File: config.mk
export PLATFORM = sky130hd
export DESIGN_NAME = mem_wb_stage
export DESIGN_NICKNAME = d
export VERILOG_FILES = /design/src/rtl/mem_wb_stage.sv
export SDC_FILE = /design/constraint.sdc
export NUM_CORES = 1
export LEC_CHECK = 0
export ABC_AREA = 1
export CAP_MARGIN = 20
export CORE_AREA = 3 3 127 129
export CTS_CLUSTER_SIZE = 20
export DETAILED_ROUTE_END_ITERATION = 10
export DIE_AREA = 0 0 130 132
export HOLD_SLACK_MARGIN = 0.02
export PLACE_DENSITY = 0.8
export SLEW_MARGIN = 20
export SYNTH_ARGS = -nofsm -noshare
export SYNTH_HDL_FRONTEND = slang
export SYNTH_SLANG_ARGS = --single-unit
File: constraint.sdc
create_clock -name clk -period 3.2 [get_ports clk]
set_input_delay 0.8 -clock clk [delete_from_list [all_inputs] [get_ports clk]]
set_output_delay 0.8 -clock clk [all_outputs]
set_load 0.02 [all_outputs]
File: src/rtl/mem_wb_stage.sv
// Memory-access / write-back staging register for the miniRISC pipeline.
// Optional build macro MEM_WB_MISALIGN_TRAP_EN turns misaligned memory accesses into flagged commits.
module mem_wb_stage #(
    parameter int DW = 32,
    parameter int RW = 5
) (
    input  logic          clk,
    input  logic          rst_n,
    input  logic          ex_valid,
    output logic          ex_ready,
    input  logic [DW-1:0] ex_alu_result,
    input  logic [DW-1:0] ex_store_data,
    input  logic [DW-1:0] ex_link_addr,
    input  logic          ex_mem_read,
    input  logic          ex_mem_write,
    input  logic          ex_reg_write,
    input  logic [1:0]    ex_wb_sel,
    input  logic [RW-1:0] ex_rd,
    output logic          dmem_req,
    output logic          dmem_we,
    output logic [DW-1:0] dmem_addr,
    output logic [DW-1:0] dmem_wdata,
    input  logic          dmem_ready,
    input  logic [DW-1:0] dmem_rdata,
    output logic          wb_valid,
    output logic          wb_reg_write,
    output logic [RW-1:0] wb_rd,
    output logic [1:0]    wb_sel,
    output logic [DW-1:0] wb_alu,
    output logic [DW-1:0] wb_mem,
    output logic [DW-1:0] wb_link,
    output logic          wb_misalign
);

    typedef enum logic {
        S_IDLE   = 1'b0,
        S_ACCESS = 1'b1
    } state_t;

    state_t        state_q, state_d;
    logic          dmem_req_q, dmem_req_d;
    logic          dmem_we_q, dmem_we_d;
    logic [DW-1:0] dmem_addr_q, dmem_addr_d;
    logic [DW-1:0] dmem_wdata_q, dmem_wdata_d;
    logic          wb_valid_q, wb_valid_d;
    logic          wb_reg_write_q, wb_reg_write_d;
    logic [RW-1:0] wb_rd_q, wb_rd_d;
    logic [1:0]    wb_sel_q, wb_sel_d;
    logic [DW-1:0] wb_alu_q, wb_alu_d;
    logic [DW-1:0] wb_mem_q, wb_mem_d;
    logic [DW-1:0] wb_link_q, wb_link_d;
    logic          pend_rw_q, pend_rw_d;

    logic accept;
    logic is_mem;
    logic is_store;
    logic misaligned;

    assign accept   = ex_valid && (state_q == S_IDLE);
    assign is_mem   = ex_mem_read || ex_mem_write;
    // A read+write encoding is resolved as a store.
    assign is_store = ex_mem_write;

`ifdef MEM_WB_MISALIGN_TRAP_EN
    logic wb_misalign_q, wb_misalign_d;
    assign misaligned  = is_mem && (ex_alu_result[1:0] != 2'b00);
    assign wb_misalign = wb_misalign_q;
`else
    assign misaligned  = 1'b0;
    assign wb_misalign = 1'b0;
`endif

    always_comb begin
        state_d        = state_q;
        dmem_req_d     = dmem_req_q;
        dmem_we_d      = dmem_we_q;
        dmem_addr_d    = dmem_addr_q;
        dmem_wdata_d   = dmem_wdata_q;
        wb_valid_d     = 1'b0;
        wb_reg_write_d = 1'b0;
        wb_rd_d        = wb_rd_q;
        wb_sel_d       = wb_sel_q;
        wb_alu_d       = wb_alu_q;
        wb_mem_d       = wb_mem_q;
        wb_link_d      = wb_link_q;
        pend_rw_d      = pend_rw_q;
`ifdef MEM_WB_MISALIGN_TRAP_EN
        wb_misalign_d  = 1'b0;
`endif
        case (state_q)
            S_IDLE: begin
                if (accept) begin
                    wb_alu_d  = ex_alu_result;
                    wb_link_d = ex_link_addr;
                    wb_sel_d  = ex_wb_sel;
                    wb_rd_d   = ex_rd;
                    if (is_mem && !misaligned) begin
                        dmem_req_d   = 1'b1;
                        dmem_we_d    = is_store;
                        dmem_addr_d  = {ex_alu_result[DW-1:2], 2'b00};
                        dmem_wdata_d = ex_store_data;
                        pend_rw_d    = ex_reg_write && !is_store;
                        state_d      = S_ACCESS;
                    end else begin
                        // Misaligned traps land here too and never write a register.
                        wb_valid_d     = 1'b1;
                        wb_reg_write_d = ex_reg_write && !is_mem;
`ifdef MEM_WB_MISALIGN_TRAP_EN
                        wb_misalign_d  = misaligned;
`endif
                    end
                end
            end
            S_ACCESS: begin
                if (dmem_ready) begin
                    dmem_req_d     = 1'b0;
                    dmem_we_d      = 1'b0;
                    wb_valid_d     = 1'b1;
                    wb_reg_write_d = pend_rw_q;
                    if (!dmem_we_q) begin
                        wb_mem_d = dmem_rdata;
                    end
                    state_d = S_IDLE;
                end
            end
            default: begin
                state_d    = S_IDLE;
                dmem_req_d = 1'b0;
                dmem_we_d  = 1'b0;
            end
        endcase
    end

    always_ff @(posedge clk or negedge rst_n) begin
        if (!rst_n) begin
            state_q        <= S_IDLE;
            dmem_req_q     <= 1'b0;
            dmem_we_q      <= 1'b0;
            dmem_addr_q    <= '0;
            dmem_wdata_q   <= '0;
            wb_valid_q     <= 1'b0;
            wb_reg_write_q <= 1'b0;
            wb_rd_q        <= '0;
            wb_sel_q       <= '0;
            wb_alu_q       <= '0;
            wb_mem_q       <= '0;
            wb_link_q      <= '0;
            pend_rw_q      <= 1'b0;
`ifdef MEM_WB_MISALIGN_TRAP_EN
            wb_misalign_q  <= 1'b0;
`endif
        end else begin
            state_q        <= state_d;
            dmem_req_q     <= dmem_req_d;
            dmem_we_q      <= dmem_we_d;
            dmem_addr_q    <= dmem_addr_d;
            dmem_wdata_q   <= dmem_wdata_d;
            wb_valid_q     <= wb_valid_d;
            wb_reg_write_q <= wb_reg_write_d;
            wb_rd_q        <= wb_rd_d;
            wb_sel_q       <= wb_sel_d;
            wb_alu_q       <= wb_alu_d;
            wb_mem_q       <= wb_mem_d;
            wb_link_q      <= wb_link_d;
            pend_rw_q      <= pend_rw_d;
`ifdef MEM_WB_MISALIGN_TRAP_EN
            wb_misalign_q  <= wb_misalign_d;
`endif
        end
    end

    // Moore handshake: no path from ex_valid, and 1 throughout reset.
    assign ex_ready     = (state_q == S_IDLE);
    assign dmem_req     = dmem_req_q;
    assign dmem_we      = dmem_we_q;
    assign dmem_addr    = dmem_addr_q;
    assign dmem_wdata   = dmem_wdata_q;
    assign wb_valid     = wb_valid_q;
    assign wb_reg_write = wb_reg_write_q;
    assign wb_rd        = wb_rd_q;
    assign wb_sel       = wb_sel_q;
    assign wb_alu       = wb_alu_q;
    assign wb_mem       = wb_mem_q;
    assign wb_link      = wb_link_q;

endmodule
==> run_results.csv <==
group,metric,value,unit
cts,cts.clk_slew.worst_paths,60,ps
placed_design,io_buffers,311,
layout,regArea,4280,um2
drt,drc,0,
worst_hold_path,hold_class,"input pin to async pin",
cts,cts.path.max_buffers,2,
setup_path,r2r_end,"wb_link[22]",
sta,clock_skew,6.35,ps
layout,diodes,0,
sta,timing.fmax,415,MHz
grt,grt_pass1_vias,5790,
placed_design,globalplace.congestion,0.813,
cts,cts_tree,"built",
sta,final-hold-violation-count,0,
synthesis,syn_area,6590,um2
sta,drv_slew,0,
layout,drive_gt1_share,4.10,%
placed_design,dp_slack,780,ps
cts,cts-resized-gates,0,
synthesis,netlist_instances,742,
setup_path,crit_path_max_fanout,4,
floorplan,die_h,132,um
cts,htreeDepth,4,
synthesis,ys_ff_latch,171,
layout,fill_cells,1170,
grt,grtUsageMet1,26.5,%
floorplan,io-pin-count,315,
setup_path,r2r_start,"state_q",
setup_path,cp-start-kind,"register",
floorplan,design.core.area,15100,um2
flow_run,maxCapViolCount,0,
setup_path,endpoint,"ex_ready",
synthesis,ys_warn_count,0,
sta,final-setup-viol-count,0,
power_and_ir_drop,p_per_area,746,nW/um2
layout,syn2layout_area_growth,59.0,%
drt,wl_per_cell,15.8,um
cts,clock_latency,420,ps
synthesis,synth_cell_types,13,
setup_path,worstPathArrival,1610,ps
setup_path,crit_start,"state_q",
cts,post_cts_buffers,0,
synthesis,avgSynthCellArea,8.88,um2
layout,final_nets,1180,
cts,cts_buffers,17,
drt,wl,19.5,mm
drt,vias,5939,
grt,grt_pass1_wl,30.3,mm
setup_path,ff2ff_path_depth,5,
layout,final_common_cell,"nand2_1",
layout,final_cell_mix,"nand2_1, clkdlybuf4s50_1, dfrtp_1",
setup_path,crit_type,"register to primary output",
run_status,outcome,"finished, final reports clean",
cts,clock_sinks,171,
drt,dr.first_iter.drc_count,380,
grt,grt_util_met2,38.1,%
grt,grt.busiest_layer,"met2",
power_and_ir_drop,power.total,7810,uW
drt,postRouteAntennaNets,0,
drt,viasPerCell,4.80,
grt,antenna_found_initial,0,
grt,grt_usage,22.4,%
setup_path,required,2400,ps
drt,dr.pass1.iters,5,
grt,grt_max_degree,137,
sta,setup-tns-final,0,ps
sta,setup_slack,792,ps
power_and_ir_drop,ir_drop,0.338,mV
floorplan,core.rowCount,45,
placed_design,place_hpwl,13.6,mm
setup_path,worstSetupEndpointType,"primary output",
synthesis,yosysSeqAreaShare,64.9,%
grt,met3_usage,7.50,%
setup_path,reg2reg_slack,1710,ps
grt,overflow,0,
floorplan,die_x,130,um
floorplan,dieArea,17200,um2
cts,ctsHoldBuffers,0,
sta,min_period_over_period,75.2,%
floorplan,start_util,43.5,%
sta,grt_setup_unrepaired,"false",
layout,multiInputGateArea,2060,um2
cts,cts-root-buf,"clkbuf_16",
sta,worstMarginPinSlew,729,ps
power_and_ir_drop,power.leakage,0.00519,uW
sta,period_needed,2410,ps
sta,relSlewSlack,51.4,%
[routing by layer]
layer  vias to the layer above  wire [um]
met5                         -          0
met4                         0        493
met3                        38       1690
li1                       2865          -
met1                      2788       7610
met2                       248       9730
[Yosys cell counts]
library cell,number,area share [%]
nand2_1,447,25
buf_4,9,1.0
inv_1,7,0.40
buf_6,1,0.17
nand3_1,64,4.9
buf_2,33,2.5
a21oi_1,1,0.076
nor2_2,1,0.095
nor2_1,3,0.17
o21ai_0,2,0.15
dfrtp_1,171,65
conb_1,1,0.057
clkbuf_1,2,0.11
[through the flow]
stage / std cells / area [um2] / hold WS (ps) / utilization [%]
floorplan: 744 / 6600 / 442 / -
global placement: 1207 / 9840 / 453 / 65.0
detailed placement: 1207 / 9840 / 457 / 65.0
CTS: 1237 / 10500 / 410 / 69.2
global route: 1237 / 10500 / 428 / 69.2
finish: 1237 / 10500 / 383 / 69.2
[critical path, stage by stage (launching register included)]
cell and delay (ps):
dfrtp_1 440, inv_1 120, clkdlybuf4s50_1 640
[report_power, final]
| group | internal (uW) | switching, uW |
|---|---|---|
| Clock | 1400 | 834 |
| Combinational | 1230 | 1400 |
| Sequential | 2670 | 281 |
| Total | 5300 | 2510 |
[how the worst min path moves through the flow]
stage / start / to / slack, ps / depth (start not counted)
after floorplan: pend_rw_q / pend_rw_q / 440 / 2
after global placement: wb_mem[28] / wb_mem[28] / 450 / 2
after detailed placement: dmem_addr[19] / dmem_addr[19] / 460 / 2
after CTS: rst_n / wb_alu[26] / 410 / 1
after global routing: rst_n / wb_link[31] / 430 / 1
final: rst_n / wb_alu[26] / 380 / 1
[flip-flops by register name, indices dropped and copies added (netlist names)]
signal / count
dmem_we: 1
wb_link: 32
dmem_addr: 30
wb_mem: 32
wb_reg_write: 1
wb_sel: 2
pend_rw_q: 1
wb_rd: 5
dmem_wdata: 32
wb_alu: 32
state_q: 1
dmem_req: 1
wb_valid: 1
[area by class of cell]
type / count / share of cell area [%]
clock inverters: 10 / 1.84
clock buffers: 20 / 4.26
inverters: 7 / 0.251
well taps: 188 / 2.24
multi-input cells: 521 / 19.6
flip-flops and latches: 171 / 40.8
repair buffers: 320 / 31.0
[logic make-up (layout without fill, tap and decap cells)]
family	count (synthesis)	count (layout)	share of synthesized area (%)
compound gates	3	3	0.228
buf+inv	52	357	4.21
flops	171	171	64.9
other cells	1	3	0.0569
simple gates	515	515	30.6
Power figures use the tool's default switching activity.
